==> src/rtl/weight_sram_pkg.sv <==
// weight_sram_pkg: weight SRAM geometry, reader FSM states and range-check helper
package weight_sram_pkg;
  localparam int ADDR_W = 17;
  localparam int DATA_W = 18;
  localparam int WEIGHT_WORDS = 81920;
  localparam int BANK_WORDS = 16384;
  typedef enum logic [2:0] {IDLE, ISSUE, DRAIN, DONE, ERR} wsr_state_e;
  function automatic logic in_range(input logic [ADDR_W-1:0] base, input logic [ADDR_W-1:0] len);
    return ({1'b0, base} + {1'b0, len}) <= (ADDR_W+1)'(WEIGHT_WORDS);
  endfunction
endpackage

==> src/rtl/weight_stream_reader_if.sv <==
// weight_stream_reader_if: SRAM read port plus the weight stream toward the PE array
interface weight_stream_reader_if;
  import weight_sram_pkg::*;
  logic mem_cs;
  logic mem_oe;
  logic mem_W_req;
  logic [31:0] mem_addr;
  logic [31:0] mem_W_data;
  logic [31:0] mem_R_data;
  logic w_valid;
  logic w_ready;
  logic [DATA_W-1:0] w_data;
  modport master(output mem_cs, mem_oe, mem_W_req, mem_addr, mem_W_data, w_valid, w_data,
                 input mem_R_data, w_ready);
  modport slave(input mem_cs, mem_oe, mem_W_req, mem_addr, mem_W_data, w_valid, w_data,
                output mem_R_data, w_ready);
endinterface

==> src/rtl/weight_fifo.sv <==
// weight_fifo: synchronous FIFO; push on full is accepted only alongside a pop
module weight_fifo #(
  parameter int DEPTH = 4,
  parameter int WIDTH = 18,
  localparam int CW = $clog2(DEPTH + 1)
) (
  input  logic             clk,
  input  logic             rst,
  input  logic             push,
  input  logic             pop,
  input  logic [WIDTH-1:0] wdata,
  output logic [WIDTH-1:0] rdata,
  output logic             full,
  output logic             empty,
  output logic [CW-1:0]    count
);
  localparam int AW = $clog2(DEPTH);
  logic [WIDTH-1:0] mem [DEPTH];
  logic [AW-1:0] wr_ptr, rd_ptr;
  logic do_push, do_pop;
  assign full = count == CW'(DEPTH);
  assign empty = count == '0;
  assign do_pop = pop && !empty;
  assign do_push = push && (!full || do_pop);
  assign rdata = mem[rd_ptr];
  always_ff @(posedge clk)
    if (do_push) mem[wr_ptr] <= wdata;
  always_ff @(posedge clk) begin
    if (rst) begin
      wr_ptr <= '0;
      rd_ptr <= '0;
      count <= '0;
    end else begin
      wr_ptr <= wr_ptr + AW'(do_push);
      rd_ptr <= rd_ptr + AW'(do_pop);
      count <= count + CW'(do_push) - CW'(do_pop);
    end
  end
endmodule

==> src/rtl/weight_stream_reader.sv <==
// weight_stream_reader: credit-throttled burst reader from weight SRAM into a stream FIFO.
// Define WSR_STALL_CNT_EN to add the saturating stall_cnt output.
module weight_stream_reader
  import weight_sram_pkg::*;
#(
  parameter int FIFO_DEPTH = 4
) (
  input  logic              clk,
  input  logic              rst,
  input  logic              start,
  input  logic [ADDR_W-1:0] base_addr,
  input  logic [ADDR_W-1:0] length,
  output logic              busy,
  output logic              done,
  output logic              err,
`ifdef WSR_STALL_CNT_EN
  output logic [31:0]       stall_cnt,
`endif
  weight_stream_reader_if.master bus
);
  localparam int CW = $clog2(FIFO_DEPTH + 1);
  wsr_state_e state_q, state_d;
  logic [ADDR_W-1:0] addr_q, rem_q;
  logic inflight_q, err_q, accept, cs, pop, full, empty, unused_hi;
  logic [CW-1:0] count;
  assign accept = start && state_q == IDLE;
  // credit ignores a same-cycle pop so cs never depends combinationally on w_ready
  assign cs = state_q == ISSUE && (32'(count) + 32'(inflight_q) < FIFO_DEPTH);
  assign pop = bus.w_valid && bus.w_ready;
  assign busy = state_q != IDLE;
  assign done = state_q == DONE;
  assign err = err_q;
  assign bus.mem_cs = cs;
  assign bus.mem_oe = busy;
  assign bus.mem_W_req = 1'b1;
  assign bus.mem_W_data = '0;
  assign bus.mem_addr = 32'(addr_q);
  assign bus.w_valid = !empty;
  assign unused_hi = ^bus.mem_R_data[31:DATA_W];
  always_comb begin
    state_d = state_q;
    case (state_q)
      IDLE: if (start) state_d = !in_range(base_addr, length) ? ERR : length == '0 ? DONE : ISSUE;
      ISSUE: if (cs && rem_q == ADDR_W'(1)) state_d = DRAIN;
      DRAIN: if (!inflight_q && (empty || (count == CW'(1) && pop))) state_d = DONE;
      ERR: state_d = DONE;
      default: state_d = IDLE;
    endcase
  end
  always_ff @(posedge clk) begin
    if (rst) begin
      state_q <= IDLE;
      addr_q <= '0;
      rem_q <= '0;
      inflight_q <= 1'b0;
      err_q <= 1'b0;
    end else begin
      state_q <= state_d;
      inflight_q <= cs;
      if (accept) begin
        addr_q <= base_addr;
        rem_q <= length;
        err_q <= !in_range(base_addr, length);
      end else if (cs) begin
        addr_q <= addr_q + 1'b1;
        rem_q <= rem_q - 1'b1;
      end
    end
  end
  weight_fifo #(.DEPTH(FIFO_DEPTH), .WIDTH(DATA_W)) u_fifo (
    .clk(clk), .rst(rst), .push(inflight_q), .pop(pop),
    .wdata(bus.mem_R_data[DATA_W-1:0]), .rdata(bus.w_data),
    .full(full), .empty(empty), .count(count)
  );
  always_ff @(posedge clk)
    if (!rst) assert (!(inflight_q && full && !pop));
`ifdef WSR_STALL_CNT_EN
  always_ff @(posedge clk)
    if (rst || accept) stall_cnt <= '0;
    else if (bus.w_valid && !bus.w_ready && stall_cnt != '1) stall_cnt <= stall_cnt + 1'b1;
`endif
endmodule
==> src/flat_wrapper.sv <==
// flat-port wrapper written by rule: the top's interface ports become plain ports
module weight_stream_reader_flat import weight_sram_pkg::*;
#(
  parameter int FIFO_DEPTH = 4
)
  (clk, rst, start, base_addr, length, busy, done, err, bus_mem_cs, bus_mem_oe, bus_mem_W_req, bus_mem_addr, bus_mem_W_data, bus_w_valid, bus_w_data, bus_mem_R_data, bus_w_ready);
  weight_stream_reader_if bus_i ();
  input  logic clk;
  input  logic rst;
  input  logic start;
  input  logic [ADDR_W-1:0] base_addr;
  input  logic [ADDR_W-1:0] length;
  output logic busy;
  output logic done;
  output logic err;
  output wire logic [$bits(bus_i.mem_cs)-1:0] bus_mem_cs;
  output wire logic [$bits(bus_i.mem_oe)-1:0] bus_mem_oe;
  output wire logic [$bits(bus_i.mem_W_req)-1:0] bus_mem_W_req;
  output wire logic [$bits(bus_i.mem_addr)-1:0] bus_mem_addr;
  output wire logic [$bits(bus_i.mem_W_data)-1:0] bus_mem_W_data;
  output wire logic [$bits(bus_i.w_valid)-1:0] bus_w_valid;
  output wire logic [$bits(bus_i.w_data)-1:0] bus_w_data;
  input wire logic [$bits(bus_i.mem_R_data)-1:0] bus_mem_R_data;
  input wire logic [$bits(bus_i.w_ready)-1:0] bus_w_ready;
  assign bus_mem_cs = bus_i.mem_cs;
  assign bus_mem_oe = bus_i.mem_oe;
  assign bus_mem_W_req = bus_i.mem_W_req;
  assign bus_mem_addr = bus_i.mem_addr;
  assign bus_mem_W_data = bus_i.mem_W_data;
  assign bus_w_valid = bus_i.w_valid;
  assign bus_w_data = bus_i.w_data;
  assign bus_i.mem_R_data = bus_mem_R_data;
  assign bus_i.w_ready = bus_w_ready;
  weight_stream_reader #(.FIFO_DEPTH(FIFO_DEPTH)) u_core (.clk(clk), .rst(rst), .start(start), .base_addr(base_addr), .length(length), .busy(busy), .done(done), .err(err), .bus(bus_i));
endmodule
==> config.mk <==
export PLATFORM = sky130hd
export DESIGN_NAME = weight_stream_reader_flat
export DESIGN_NICKNAME = d
export VERILOG_FILES = /design/src/rtl/weight_sram_pkg.sv /design/src/rtl/weight_stream_reader_if.sv /design/src/rtl/weight_fifo.sv /design/src/rtl/weight_stream_reader.sv /design/src/flat_wrapper.sv
export SDC_FILE = /design/constraint.sdc
export NUM_CORES = 1
export LEC_CHECK = 0
export BUFFER_PORTS_ARGS = -buffer_cell sky130_fd_sc_hd__buf_4
export CAP_MARGIN = 20
export CORE_ASPECT_RATIO = 0.8
export CORE_UTILIZATION = 58
export DETAILED_ROUTE_END_ITERATION = 12
export PLACE_DENSITY = 0.85
export RECOVER_POWER = 100
export SYNTH_ARGS = -nofsm -noshare
export SYNTH_HDL_FRONTEND = slang
export SYNTH_SLANG_ARGS = --single-unit
==> constraint.sdc <==
create_clock -name clk -period 4.86 [get_ports clk]
set_clock_uncertainty 0.1 [all_clocks]
set_input_delay 0.972 -clock clk [delete_from_list [all_inputs] [get_ports clk]]
set_output_delay 0.972 -clock clk [all_outputs]
set_load 0.05 [all_outputs]
; ---- After elaboration in Yosys (flattened, before gate mapping)
; Memories as Yosys holds them, arrays and structs flattened. A register that Yosys moved wholly into a read port is not among the register bits.
; Index checks and enable logic that the tools add are counted.
[op_classes]
add_sub_neg = 8
multipliers = 0
n_div = 0
n_lt_le_gt_ge = 2
n_eq_ne = 10
shift = 0
mux = 13
bitwise = 0
n_reduce_logical = 20
[ops]
columns = op, count
row1 = two-way mux 17 bit, 4
row2 = less-than comparator 32 x 3 -> 1 bit (second input constant), 1
row3 = adder 17 x 17 -> 18 bit, 1
row4 = less-or-equal comparator 18 x 17 -> 1 bit (second input constant), 1
row5 = adder 17 x 1 -> 17 bit (second input constant), 1
row6 = equality test 17 x 1 -> 1 bit (second input constant), 1
row7 = logical NOT 17 bit, 1
row8 = subtractor 17 x 1 -> 17 bit (second input constant), 1
row9 = two-way mux 3 bit, 4
row10 = one-hot mux 3 bit (4 select lines), 1
row11 = logical AND 1 bit, 8
row12 = equality test 3 x 1 -> 1 bit (second input constant), 2
row13 = equality test 3 x 2 -> 1 bit (second input constant), 2
row14 = equality test 3 bit (second input constant), 2
row15 = logical NOT 3 bit, 2
row16 = adder 2 x 1 -> 2 bit, 2
row17 = adder 3 x 1 -> 4 bit, 1
row18 = logical NOT 1 bit, 4
row19 = two-way mux 2 bit, 2
row20 = inequality test 2 bit (second input constant), 2
row21 = adder 3 x 1 -> 3 bit, 1
row22 = AND reduction 3 bit, 1
row23 = nonzero test 3 bit, 1
row24 = subtractor 3 x 1 -> 3 bit, 1
row25 = other kinds (4), 6
[totals]
register_bits = 46
latch_bits = 0
ramBits = 72
mem_bits_ro = 0
input_bits = 70
output_inout_bits = 89
elab_cells = 62
mem_count = 1
[memory_table]
columns = name, words, width, rd, rd_ports_with_merged_regs, wr, line_no
row1 = u_core.u_fifo.mem, 4, 18, 1, 1, 1, weight_fifo.sv:18  ; logic [WIDTH-1:0] mem [DEPTH];

; ---- Longest topological paths before layout
[logic_depth]
ltp_word = 8
mapped_depth = 10
depth_no_buf = 10

; ---- By module
; A second synthesis with hierarchy kept.
[unflattened]
hier_cells = 586
area_unflattened_um2 = 6482.5
[modules_own_cells]
columns = module, n_inst, cells_each, area_each_um2, seq_area_each_um2
row1 = weight_stream_reader, 1, 455, 3448.3, 780.7
row2 = weight_fifo, 1, 131, 3034.2, 2302.2

; ---- Least setup slack after synthesis
; No wires, ideal clock.
[synth_path]
path_type = input -> register
start = in base_addr[0]
end = reg u_core.state_q[2]
setup_ns = 0.134
arrival_time_ns = 3.100
required_time_ns = 4.626
slack_ns = 1.526
path_stages = 10
n_path_buf = 0
cell_sequence = ha_1 > fa_1 > a211oi_2 > o21ai_1 > a21oi_1 > mux2i_1 > nand4b_1 > o41a_1 > o21ai_2 > a311oi_1
[synth_between]
elab_chain_cells = 5
[synth_lines]
columns = item, line_no
row1 = from (decl), flat_wrapper.sv:11  ; input logic [ADDR_W-1:0] base_addr;
row2 = adder 17 x 17 -> 18 bit, weight_sram_pkg.sv:9  ; return ({1'b0, base} + {1'b0, len}) <= (ADDR_W+1)'(WEIGHT_WORDS);
row3 = less-or-equal comparator 18 x 17 -> 1 bit, weight_sram_pkg.sv:9
row4 = two-way mux 3 bit (2 in a row), weight_stream_reader.sv:43  ; IDLE: if (start) state_d = !in_range(base_addr, length) ? ERR : length == '0 ? DONE : ISSUE;
row5 = one-hot mux 3 bit (4 select lines), weight_stream_reader.sv:42  ; case (state_q)
row6 = to (signal assigned), weight_stream_reader.sv:58  ; state_q <= state_d;
row7 = to (decl), weight_stream_reader.sv:22  ; wsr_state_e state_q, state_d;
; No other way between the ends. The select of a mux whose other input is x is not followed.
; A chain may end at the register's enable or synchronous reset.

; ---- Final worst setup path
[layout_path]
start = in length[0]
end = reg u_core.state_q[2]
[layout_between]
elab_chain_cells = 5
[layout_lines]
columns = item, line_no
row1 = from (decl), flat_wrapper.sv:12  ; input logic [ADDR_W-1:0] length;
row2 = adder 17 x 17 -> 18 bit, weight_sram_pkg.sv:9
row3 = less-or-equal comparator 18 x 17 -> 1 bit, weight_sram_pkg.sv:9
row4 = two-way mux 3 bit (2 in a row), weight_stream_reader.sv:43
row5 = one-hot mux 3 bit (4 select lines), weight_stream_reader.sv:42
; No other way between the ends. The select of a mux whose other input is x is not followed.

==> reports/metrics.csv <==
stage,metric,value,unit
outcome,status,finished with violations,
outcome,failing checks,"max-capacitance violations, max-slew violations",
power_and_ir_drop,Combinational Power Share,0.353,
cts,CTS Hold Bufs,0,
yosys,Synth top area share,0.3384,
cts,Num CTS Buffers,17,
global_route,initial antenna violation count,0,
sta,fin. max-slew vios,19,
cts,clk_lat worst skew,0.40,ns
cts,Worst-path clk slew,0.06,ns
global_route,first-pass GRT wire length,24.25,mm
yosys,"Async S/R FF share, synth",0,
sta,final setup fails,0,
detailed_routing,drt total wl,16.01,mm
yosys,Commonest cells post-synth,"72 x edfxtp_1, 57 x nor2_1, 49 x a21oi_1, 49 x buf_4, 46 x dfxtp_1",
hold_path,worst hold path class,reg -> reg,
sta,slew at the pin with the worst max-slew slack,1.680,ns
hold_path,cell count of the worst hold path,2,
detailed_routing,Starting DRT DRC Count,581,
floorplan,die area,11440,sq um
cells_and_area,Inserted Diodes,0,
detailed_routing,vias post-DR,5089,
power_and_ir_drop,sw power,1.577,mW
detailed_routing,top sig layer,met4,
cells_and_area,# nets final,783,
yosys,YS warnings,0,
global_route,via count of the first global-routing pass,4623,
yosys,"Primary FF master, synth",edfxtp_1,
yosys,Gate Count Post-Synth,598,
floorplan,# rows,33,
worst_setup_path,crit path cell chain,clkbuf_1 > ha_1 > fa_1 > a211oi_1 > o21ai_0 > a21oi_1 > mux2i_1 > nand4b_1 > o41a_1 > o21ai_0 > a311oi_1,
detailed_routing,Routed met1 length,6.793,mm
cts,CTS Sinks,118,
worst_setup_path,"Arr. time, crit path",4.23,ns
yosys,Post-synth EDFFs,72,
yosys,"count leader, synth",edfxtp_1,
yosys,synth unique cells,69,
power_and_ir_drop,switching part of the total,0.3851,
yosys,"top cells by area, synth","edfxtp_1 34%, dfxtp_1 14%, mux4_2 6.3%",
worst_setup_path,CP Max Fanout,4,
floorplan,Starting Density,0.6092,
run,max-cap viol count,1,
yosys,Post-Synthesis Cell Area,6389,sq um
cts,post_cts resized,0,
worst_setup_path,crit end category,flip-flop,
cts,Clock Tree Root,clkbuf_16,
detailed_routing,routed wl met2,7.529,mm
sta,final hold viol count,0,
power_and_ir_drop,Max VDD drop,0.4738,mV
placed_design,dpl cells,808,
worst_setup_path,worst path required time,5.02,ns
yosys,register area share after synthesis,0.4826,
cells_and_area,share of layout cells above drive strength 1,0.1343,
detailed_routing,WL met3,1.377,mm
cts,CTS tree,built,
power_and_ir_drop,clock power share,0.327,
power_and_ir_drop,Cell Pwr Density,554.2,nW/um^2
cts,H-tree Lvls,4,
detailed_routing,"antenna viol nets, final",0,
sta,fin worst setup slack,0.7874,ns
global_route,largest net degree at the start of global routing,48,
yosys,register bit count reported by yosys,118,
worst_setup_path,most frequent CP cell,o21ai_0,
detailed_routing,Routed wire per std cell,19.06,um
sta,WHS,0.3862,ns
floorplan,Die Ht,95.87,um
placed_design,pre-CTS setup slack,1.004,ns
power_and_ir_drop,P_int,2.518,mW
placed_design,gp weighted congestion,0.9217,
detailed_routing,post-DR vias/cell,6.058,
cts,Post CTS Setup Buffer Count,0,
worst_setup_path,worst r2r path cells,10,
global_route,Total GRT Usage,0.2836,
placed_design,IO Port Bufs,96,
cells_and_area,Area Overhead vs Synth,15.67,%
global_route,GR Overflow Total,0,
worst_setup_path,max incr delay on CP,0.41,ns
sta,Max Freq,245.5,MHz
cts,CTS Buffer Depth,2,
worst_setup_path,kind of critical path,in -> reg,
yosys,Synth area leader,edfxtp_1,
sta,RSZ-0062 raised after global routing,false,
floorplan,core area,10490,sq um
placed_design,dpl hpwl,10.87,mm
floorplan,die width,119.3,um
power_and_ir_drop,sequential share of power,0.320,
sta,Setup TNS,0,ns
sta,part of the cycle the worst path needs,0.8380,
worst_setup_path,CP max-delay cell,fa_1,
sta,slew margin rel.,-0.1245,
detailed_routing,Remaining DRCs,0,
sta,fin crit period,4.073,ns
detailed_routing,DR pass1 iterations,5,
floorplan,IO Pins,159,
yosys,Mapped Avg Cell Area,10.68,sq um
cells_and_area,fin cells,840,
power_and_ir_drop,Leak,2.781,nW
worst_setup_path,Critical Path Start Type,input port,
## cell type report
type | count | area, sq um
fillers | 808 | 3098
flip-flops and latches | 118 | 3083
multi-input cells | 429 | 2907
repair buffers | 101 | 518.0
clock buffers | 22 | 454.2
clock inverters | 10 | 177.7
well taps | 140 | 175.2
inverters | 20 | 75.07
## final timing paths
| check | to | start | slack (ns) |
|---|---|---|---|
| worst max-delay path | u_core.state_q[2] | length[0] | 0.79 |
| worst min-delay path | u_core.rem_q[7] | u_core.rem_q[7] | 0.39 |
| worst max register to register | u_core.rem_q[14] | u_core.u_fifo.count[1] | 0.94 |
| worst min register to register | u_core.rem_q[7] | u_core.rem_q[7] | 0.39 |
## power by group through the flow
stage | Combinational (mW) | Clock [mW] | Sequential (mW)
6_report | 1.45 | 1.34 | 1.31
2_1_floorplan | 1.08 | 0 | 1.39
5_1_grt | 1.54 | 1.40 | 1.32
3_5_place_dp | 1.51 | 0 | 1.32
3_3_place_gp | 1.47 | 0 | 1.31
4_1_cts | 1.54 | 1.35 | 1.31
## flip-flops by register name, summed over array words and instances, names as in the netlist
name,cells
u_core.rem_q,17
u_core.u_fifo.rd_ptr,2
u_core.u_fifo.mem,72
u_core.u_fifo.count,3
u_core.u_fifo.wr_ptr,2
u_core.err,1
u_core.state_q,3
u_core.addr_q,17
u_core.inflight_q,1
## logic make-up after synthesis
family	share of synthesized area
mux	0.06816
compound gates	0.1473
xor+xnor	0.02605
fa+ha+maj	0.05327
buf+inv	0.08813
simple gates	0.1334
other cells	0.001176
flops	0.4826
## metrics by stage
stage            util  instance area, sq um  power, mW
5_1_grt        0.7046                  7390      4.259
2_1_floorplan       -                  6561      2.470
3_3_place_gp   0.6693                  7019      2.780
6_report       0.7046                  7390      4.095
3_5_place_dp   0.6693                  7019      2.836
4_1_cts        0.7295                  7651      4.200
## worst max-delay path: cells and delay by family
| kind | cells | cell delay [ns] |
|---|---|---|
| AOI/OAI and AO/OA | 6 | 2.01 |
| adders and majority gates | 2 | 0.69 |
| muxes | 1 | 0.22 |
| buffers and inverters | 1 | 0.19 |
| and+or+nand+nor | 1 | 0.14 |
## layout by cell type, fill, tap and decap left out, types with 13 or more instances in the layout
cell type and n:
a21oi_1 49, buf_4 37, clkbuf_1 68, clkbuf_16 17
conb_1 48, dfxtp_1 46, edfxtp_1 72, ha_1 24
inv_1 20, mux4_2 18, nand2_1 39, nor2_1 57
nor3_1 13, o21ai_0 22
## metal layers
layer  up-vias  track usage
met5         -            0
met4         0       0.1073
met3        39      0.06635
met2       302       0.4641
met1      2424       0.3711
li1       2324            -
Note: power is estimated with default switching activity, not from simulation.
